$ cat config.mk
export PLATFORM = sky130hd
export DESIGN_NAME = ps2_key_event_flat
export DESIGN_NICKNAME = d
export VERILOG_FILES = /design/src/rtl/ps2_key_event_if.sv /design/src/rtl/ps2_key_event.sv /design/src/flat_wrapper.sv
export SDC_FILE = /design/constraint.sdc
export NUM_CORES = 1
export LEC_CHECK = 0
export BUFFER_PORTS_ARGS = -buffer_cell sky130_fd_sc_hd__buf_2
export CORE_MARGIN = 5
export CORE_UTILIZATION = 65
export DETAILED_ROUTE_END_ITERATION = 6
export PLACE_DENSITY_LB_ADDON = 0.1
export SLEW_MARGIN = 0
export SYNTH_ARGS = -nofsm -noshare
export SYNTH_HDL_FRONTEND = slang
export SYNTH_SLANG_ARGS = --single-unit
$ cat constraint.sdc
create_clock -name clk -period 5.2 [get_ports clk]
set_input_delay 1.04 -clock clk [delete_from_list [all_inputs] [get_ports clk]]
set_output_delay 1.04 -clock clk [all_outputs]
set_load 0.02 [all_outputs]
$ cat src/rtl/ps2_key_event_if.sv
`default_nettype none
// ============================================================================
// Module   : ps2_key_event_if
// Purpose  : Key-event stream (valid/ready) between the PS/2 front end and its
//            consumers.
// Revision : 1.0
// ============================================================================
interface ps2_key_event_if;
    logic       ev_valid;
    logic       ev_ready;
    logic [7:0] ev_code;
    logic       ev_ext;
    logic       ev_break;
    logic [3:0] ev_mods;

    modport master (output ev_valid, ev_code, ev_ext, ev_break, ev_mods,
                    input  ev_ready);
    modport slave  (input  ev_valid, ev_code, ev_ext, ev_break, ev_mods,
                    output ev_ready);
endinterface
`default_nettype wire

$ cat src/rtl/ps2_key_event.sv
`default_nettype none
// ============================================================================
// Module   : ps2_key_event
// Purpose  : PS/2 keyboard receiver, make/break decoder, modifier tracking,
//            press counter and event FIFO. Optional: KEY_REPEAT_FILTER_EN.
// Revision : 1.0
// ============================================================================
module ps2_key_event #(
    parameter int FIFO_DEPTH = 8,
    parameter int CNT_W      = 8,
    parameter int TIMEOUT    = 50000
) (
    input  wire              clk,
    input  wire              clrn,
    input  wire              ps2_clk,
    input  wire              ps2_data,
    ps2_key_event_if.master  ev,
    output logic [CNT_W-1:0] press_cnt,
    output logic             overflow,
    output logic             frame_err
);
    localparam int c_AW = $clog2(FIFO_DEPTH);
    localparam int c_PW = c_AW + 1;
    localparam int c_TW = $clog2(TIMEOUT + 1);

    typedef enum logic [1:0] {
        S_IDLE    = 2'd0,
        S_EXT     = 2'd1,
        S_BRK     = 2'd2,
        S_EXT_BRK = 2'd3
    } state_t;

    logic [1:0]      r_clk_sync, r_dat_sync;
    logic            r_clk_prev;
    logic [10:0]     r_shift;
    logic [3:0]      r_bitcnt;
    logic [c_TW-1:0] r_idle;
    logic            r_byte_vld;
    logic [7:0]      r_byte;
    logic            w_fall, w_good;
    logic [10:0]     w_frame;

    // Synchronisers idle high so reset release cannot fake a falling edge
    always_ff @(posedge clk) begin
        if (!clrn) begin
            r_clk_sync <= 2'b11;
            r_dat_sync <= 2'b11;
            r_clk_prev <= 1'b1;
        end else begin
            r_clk_sync <= {r_clk_sync[0], ps2_clk};
            r_dat_sync <= {r_dat_sync[0], ps2_data};
            r_clk_prev <= r_clk_sync[1];
        end
    end

    assign w_fall  = r_clk_prev & ~r_clk_sync[1];
    assign w_frame = {r_dat_sync[1], r_shift[10:1]};
    assign w_good  = ~w_frame[0] & w_frame[10] & (^w_frame[9:1]);

    always_ff @(posedge clk) begin
        if (!clrn) begin
            r_shift    <= '0;
            r_bitcnt   <= '0;
            r_idle     <= '0;
            r_byte_vld <= 1'b0;
            r_byte     <= '0;
            frame_err  <= 1'b0;
        end else begin
            r_byte_vld <= 1'b0;
            frame_err  <= 1'b0;
            if (w_fall) begin
                r_idle  <= '0;
                r_shift <= w_frame;
                if (r_bitcnt == 4'd10) begin
                    r_bitcnt <= '0;
                    if (w_good) begin
                        r_byte_vld <= 1'b1;
                        r_byte     <= w_frame[8:1];
                    end else begin
                        frame_err <= 1'b1;
                    end
                end else begin
                    r_bitcnt <= r_bitcnt + 4'd1;
                end
            end else if (r_bitcnt != 4'd0) begin
                if (r_idle == c_TW'(TIMEOUT - 1)) begin
                    r_bitcnt  <= '0;
                    r_idle    <= '0;
                    frame_err <= 1'b1;
                end else begin
                    r_idle <= r_idle + c_TW'(1);
                end
            end else begin
                r_idle <= '0;
            end
        end
    end

    state_t r_state, w_state_nxt;
    logic   w_emit, w_ev_ext, w_ev_brk, w_ignore;

    assign w_ignore = (r_byte == 8'hFA) || (r_byte == 8'hAA) || (r_byte == 8'hEE) ||
                      (r_byte == 8'hFE) || (r_byte == 8'h00) || (r_byte == 8'hFF);

    always_ff @(posedge clk) begin
        if (!clrn) r_state <= S_IDLE;
        else       r_state <= w_state_nxt;
    end

    always_comb begin
        w_state_nxt = r_state;
        w_emit      = 1'b0;
        w_ev_ext    = 1'b0;
        w_ev_brk    = 1'b0;
        if (r_byte_vld) begin
            case (r_state)
                S_IDLE: begin
                    if (r_byte == 8'hE0)      w_state_nxt = S_EXT;
                    else if (r_byte == 8'hF0) w_state_nxt = S_BRK;
                    else if (!w_ignore)       w_emit = 1'b1;
                end
                S_EXT: begin
                    if (r_byte == 8'hF0) begin
                        w_state_nxt = S_EXT_BRK;
                    end else if (r_byte != 8'hE0) begin
                        w_emit      = 1'b1;
                        w_ev_ext    = 1'b1;
                        w_state_nxt = S_IDLE;
                    end
                end
                S_BRK: begin
                    w_emit      = 1'b1;
                    w_ev_brk    = 1'b1;
                    w_state_nxt = S_IDLE;
                end
                default: begin
                    w_emit      = 1'b1;
                    w_ev_ext    = 1'b1;
                    w_ev_brk    = 1'b1;
                    w_state_nxt = S_IDLE;
                end
            endcase
        end
    end

    logic [8:0] w_key;
    logic       w_repeat, w_fire;
    assign w_key = {w_ev_ext, r_byte};

`ifdef KEY_REPEAT_FILTER_EN
    logic [8:0] r_last;
    assign w_repeat = w_emit & ~w_ev_brk & (w_key == r_last);
    always_ff @(posedge clk) begin
        if (!clrn) begin
            r_last <= '0;
        end else if (w_emit && !w_repeat) begin
            if (!w_ev_brk)            r_last <= w_key;
            else if (w_key == r_last) r_last <= '0;
        end
    end
`else
    assign w_repeat = 1'b0;
`endif

    assign w_fire = w_emit & ~w_repeat;

    // Held bits: 0 lshift, 1 rshift, 2 lctrl, 3 rctrl, 4 lalt, 5 ralt, 6 caps key
    logic [6:0] r_held, w_held_nxt;
    logic       r_caps, w_caps_nxt;
    logic [3:0] w_mods_nxt;

    always_comb begin
        w_held_nxt = r_held;
        w_caps_nxt = r_caps;
        if (w_fire) begin
            case (w_key)
                9'h012: w_held_nxt[0] = ~w_ev_brk;
                9'h059: w_held_nxt[1] = ~w_ev_brk;
                9'h014: w_held_nxt[2] = ~w_ev_brk;
                9'h114: w_held_nxt[3] = ~w_ev_brk;
                9'h011: w_held_nxt[4] = ~w_ev_brk;
                9'h111: w_held_nxt[5] = ~w_ev_brk;
                9'h058: begin
                    if (!w_ev_brk && !r_held[6]) w_caps_nxt = ~r_caps;
                    w_held_nxt[6] = ~w_ev_brk;
                end
                default: ;
            endcase
        end
        w_mods_nxt = {w_caps_nxt, w_held_nxt[4] | w_held_nxt[5],
                      w_held_nxt[2] | w_held_nxt[3], w_held_nxt[0] | w_held_nxt[1]};
    end

    logic [13:0]     r_mem [FIFO_DEPTH];
    logic [c_PW-1:0] r_wr, r_rd;
    logic            w_empty, w_full, w_pop, w_push;
    logic [13:0]     w_head;

    assign w_empty = (r_wr == r_rd);
    assign w_full  = (r_wr[c_AW] != r_rd[c_AW]) && (r_wr[c_AW-1:0] == r_rd[c_AW-1:0]);
    assign w_pop   = ~w_empty & ev.ev_ready;
    assign w_push  = w_fire & (~w_full | w_pop);
    assign w_head  = w_empty ? 14'd0 : r_mem[r_rd[c_AW-1:0]];

    assign ev.ev_valid = ~w_empty;
    assign ev.ev_code  = w_head[13:6];
    assign ev.ev_ext   = w_head[5];
    assign ev.ev_break = w_head[4];
    assign ev.ev_mods  = w_head[3:0];

    always_ff @(posedge clk) begin
        if (w_push) r_mem[r_wr[c_AW-1:0]] <= {r_byte, w_ev_ext, w_ev_brk, w_mods_nxt};
    end

    always_ff @(posedge clk) begin
        if (!clrn) begin
            r_wr      <= '0;
            r_rd      <= '0;
            overflow  <= 1'b0;
            r_held    <= '0;
            r_caps    <= 1'b0;
            press_cnt <= '0;
        end else begin
            r_held <= w_held_nxt;
            r_caps <= w_caps_nxt;
            if (w_push) r_wr <= r_wr + c_PW'(1);
            if (w_pop)  r_rd <= r_rd + c_PW'(1);
            if (w_fire && w_full && !w_pop) overflow <= 1'b1;
            if (w_fire && !w_ev_brk) press_cnt <= press_cnt + CNT_W'(1);
        end
    end
endmodule
`default_nettype wire
$ cat src/flat_wrapper.sv
// flat-port wrapper written by rule: the top's interface ports become plain ports
module ps2_key_event_flat 
#(
    parameter int FIFO_DEPTH = 8,
    parameter int CNT_W      = 8,
    parameter int TIMEOUT    = 50000
)
  (clk, clrn, ps2_clk, ps2_data, press_cnt, overflow, frame_err, ev_ev_valid, ev_ev_code, ev_ev_ext, ev_ev_break, ev_ev_mods, ev_ev_ready);
  ps2_key_event_if ev_i ();
  input  wire clk;
  input  wire clrn;
  input  wire ps2_clk;
  input  wire ps2_data;
  output logic [CNT_W-1:0] press_cnt;
  output logic overflow;
  output logic frame_err;
  output wire logic [$bits(ev_i.ev_valid)-1:0] ev_ev_valid;
  output wire logic [$bits(ev_i.ev_code)-1:0] ev_ev_code;
  output wire logic [$bits(ev_i.ev_ext)-1:0] ev_ev_ext;
  output wire logic [$bits(ev_i.ev_break)-1:0] ev_ev_break;
  output wire logic [$bits(ev_i.ev_mods)-1:0] ev_ev_mods;
  input wire logic [$bits(ev_i.ev_ready)-1:0] ev_ev_ready;
  assign ev_ev_valid = ev_i.ev_valid;
  assign ev_ev_code = ev_i.ev_code;
  assign ev_ev_ext = ev_i.ev_ext;
  assign ev_ev_break = ev_i.ev_break;
  assign ev_ev_mods = ev_i.ev_mods;
  assign ev_i.ev_ready = ev_ev_ready;
  ps2_key_event #(.FIFO_DEPTH(FIFO_DEPTH), .CNT_W(CNT_W), .TIMEOUT(TIMEOUT)) u_core (.clk(clk), .clrn(clrn), .ps2_clk(ps2_clk), .ps2_data(ps2_data), .ev(ev_i), .press_cnt(press_cnt), .overflow(overflow), .frame_err(frame_err));
endmodule
==> qor_table.md <==
| Metric | Reported |
|:---|:---|
| CTS root buf | clkbuf_16 |
| Syn nets | 601 |
| Xor and xnor fraction of the mapped netlist area | 3.52% |
| Site row count | 40 |
| Final-stage net count | 625 |
| Maximum number of pins on one net before global-route repair | 43 |
| Initial antenna violation count | 0 |
| Wire length of the first global-routing pass | 23.8 mm |
| Core ar. | 11900 µm² |
| Number of cells produced by synthesis | 589 |
| Top cells by instance count after synthesis | edfxtp_1 (112), dfxtp_1 (75), nor2_1 (57) |
| Setup-violating endpoint count in the final report | 0 |
| Die span in y | 119 µm |
| Post-CTS setup repair buffer count | 0 |
| Portion of the clock cycle consumed by the worst path in the final layout | 67.4% |
| Estimated wirelength of the detail-placed design | 8.73 mm |
| Final ANT Viol Nets | 0 |
| Number of warning messages in the yosys log | 0 |
| Required time at the endpoint of the critical path | 4.16 ns |
| Number of cells after detailed placement | 741 |
| Overall die area | 14300 µm² |
| # H-tree levels | 4 |
| Share of synthesized cell area in full adder, half adder and majority cells | 1.12% |
| Post-synthesis sequential element count | 187 |
| Placer's final routability congestion estimate | 0.765 |
| Peak supply drop | 255 µV |
| Worst hold margin | 0.416 ns |
| Simple logic cell fraction of the synthesized area | 13.7% |
| Share of the yosys chip area belonging to registers | 62.4% |
| Minimum period implied by the final worst setup slack | 3.50 ns |
| Area share of the leading cell type in the synthesized netlist | 43.2% |
| Slew at the pin closest to its max-slew limit | 1.04 ns |
| Worst min-delay path category | register to register |
| Synthesized area per cell | 13.2 µm² |
| Critical path endpoint category | output pin |
| CTS sink cnt | 187 |
| Final core utilization | 72.4% |
| Element type at the critical path start | register |
| CTS tree | yes |
| Top-count cell post-synth | edfxtp_1 |
| Die extent in x | 119 µm |
| Final Hold Fails | 0 |
| Share of the synthesized area in compound gates (AO/OA/AOI/OAI) | 5.11% |
| Relative area change from synthesis to final layout | 10.2% |
| CTS max path bufs | 2 |
| DRT Wirelength | 14.1 mm |
| Fill cells | 801 |
| Post-Syn Area | 7790 µm² |
| Count of placed standard cells in the final layout, fillers left out | 773 |
| Run status | finished clean |
| Total Neg Setup Slack | 0 ns |
| Critical path type | register to output pin |
| Total via count in the routed design | 4619 |
| Number of synthesized flops with an enable pin | 112 |
| Total of cells resized after clock tree synthesis | 0 |
| Total leakage power | 2.81 nW |
| Overall power | 2.80 mW |
| Max_slew headroom | 30.7% |
| Count of hold-fix buffers inserted at cts | 0 |
| Sum of overflow across all layers after global routing | 0 |
| Average routed wire per standard cell | 18.2 µm |
| CP arrival | 2.46 ns |
| Clock-pin slew of the registers on the worst-case setup and hold paths | 0.07 ns |
| Fraction of registers with async set or reset after synthesis | 0% |
| Ratio of cells with drive above 1 in the final layout | 17.3% |
| Most instantiated flip-flop cell in the synthesis netlist | edfxtp_1 |
| Number of vias per cell after detailed routing | 5.98 |
| Pwr/cell area | 326 nW/µm² |
| Main area contributors after synthesis | edfxtp_1 (43%), dfxtp_1 (19%), mux4_2 (8.1%), mux2i_1 (3.0%), nor2_1 (2.7%) |
| Final worst clock skew | 0.00869 ns |
| Ant. Diodes | 0 |
| Clock network latency to the later pin of the worst-skew pair | 0.43 ns |
| Total CTS buffers | 17 |
| Cell taking the most area after synthesis | edfxtp_1 |
| DRT Pass-1 Iters | 4 |
| Initial Util | 65.7% |
| Fraction of synthesized area in multiplexers | 11.6% |
| Final routed DRC violation total | 0 |
| Maximum fanout encountered on the critical timing path | 28 |
| Synth cell types | 60 |
| Number of DRC markers in iteration 0 | 473 |
| Number of buffers inserted by port buffering | 29 |
| GRT Total Usage | 21.5% |
| Fmax | 285 MHz |
| Max-slew violation count | 0 |
| Max-capacitance violation count | 0 |
| Via count of the first global-routing pass | 4599 |
| Unrepaired setup endpoints after global routing | false |
| Dominant combinational cell family by area after synthesis | simple AND/OR/NAND/NOR gates |
| Count of boundary I/O pins | 30 |
[final cells by class]
| type | instances | area [µm²] | area share, % |
|---|---|---|---|
| multi-input cells | 359 | 2740 | 31.9 |
| clock inverters | 13 | 105 | 1.22 |
| well taps | 147 | 184 | 2.14 |
| repair buffers | 32 | 168 | 1.95 |
| flip-flops and latches | 187 | 4870 | 56.7 |
| clock buffers | 19 | 464 | 5.41 |
| inverters | 16 | 60.1 | 0.699 |
[worst max-delay path, stage by stage, from the launching register on]
cell and delay [ns]:
dfxtp_2 0.98, mux4_2 0.61, mux2i_1 0.19, nor2_1 0.07, buf_2 0.16
[stage by stage]
step           cell area [µm²]  setup slack, ns
6_report                  8590             1.70
5_1_grt                   8590             1.47
4_1_cts                   8590             1.59
3_5_place_dp              8020             2.11
3_3_place_gp              8020             2.09
2_1_floorplan             7790             2.41
[routing by layer]
metal	track usage, %	wire length, µm
met1	27.4	5990
met2	36.2	7210
met3	5.32	581
met4	7.37	276
met5	0	0
[power breakdown]
part	total, mW	internal (mW)	switching (mW)	leakage [nW]
registers	1.56	1.55	0.00198	1.59
clock network	1.22	0.662	0.555	0.271
logic	0.0256	0.00762	0.0179	0.950
total	2.80	2.22	0.575	2.81
[layout by cell type, fill, tap and decap left out, types with 10 or more instances in the layout]
| master | count |
|---|---|
| clkbuf_16 | 18 |
| a21oi_1 | 28 |
| nor2_1 | 57 |
| xor2_1 | 10 |
| nand2_1 | 53 |
| inv_1 | 16 |
| o21ai_0 | 14 |
| dfxtp_1 | 74 |
| mux4_2 | 28 |
| edfxtp_1 | 112 |
| nand3_1 | 23 |
| buf_2 | 29 |
| xnor2_1 | 16 |
| nand2b_1 | 11 |
| mux2i_1 | 23 |
[state kept, by name (all words and copies together) (netlist names), named ones only]
signal and flops:
u_core.frame_err 1, u_core.r_bitcnt 4, u_core.r_idle 16, u_core.r_mem 112, u_core.r_clk_prev 1, u_core.r_rd 4, u_core.press_cnt 8, u_core.r_dat_sync 2
u_core.r_caps 1, u_core.overflow 1, u_core.r_state 2, u_core.r_clk_sync 2, u_core.r_shift 10, u_core.r_byte 8, u_core.r_byte_vld 1, u_core.r_held 7
u_core.r_wr 4
[kinds of logic after synthesis]
family | after synthesis
buffers and inverters | 43
flip-flops | 187
XOR/XNOR | 28
multiplexers | 54
AND/OR/NAND/NOR | 208
adder cells (fa/ha/maj) | 7
AO/OA/AOI/OAI | 62
[worst paths after layout]
path                          end                  from  cells past startpoint  slack, ns
max                 ev_ev_code[2]              register                      4       1.70
min          u_core.r_clk_sync[1]  u_core.r_clk_sync[0]                      1       0.42
max reg2reg    u_core.r_mem[6][5]      u_core.r_byte[6]                      5       2.08
min reg2reg  u_core.r_clk_sync[1]  u_core.r_clk_sync[0]                      1       0.42
(Power assumes the default switching activity.)
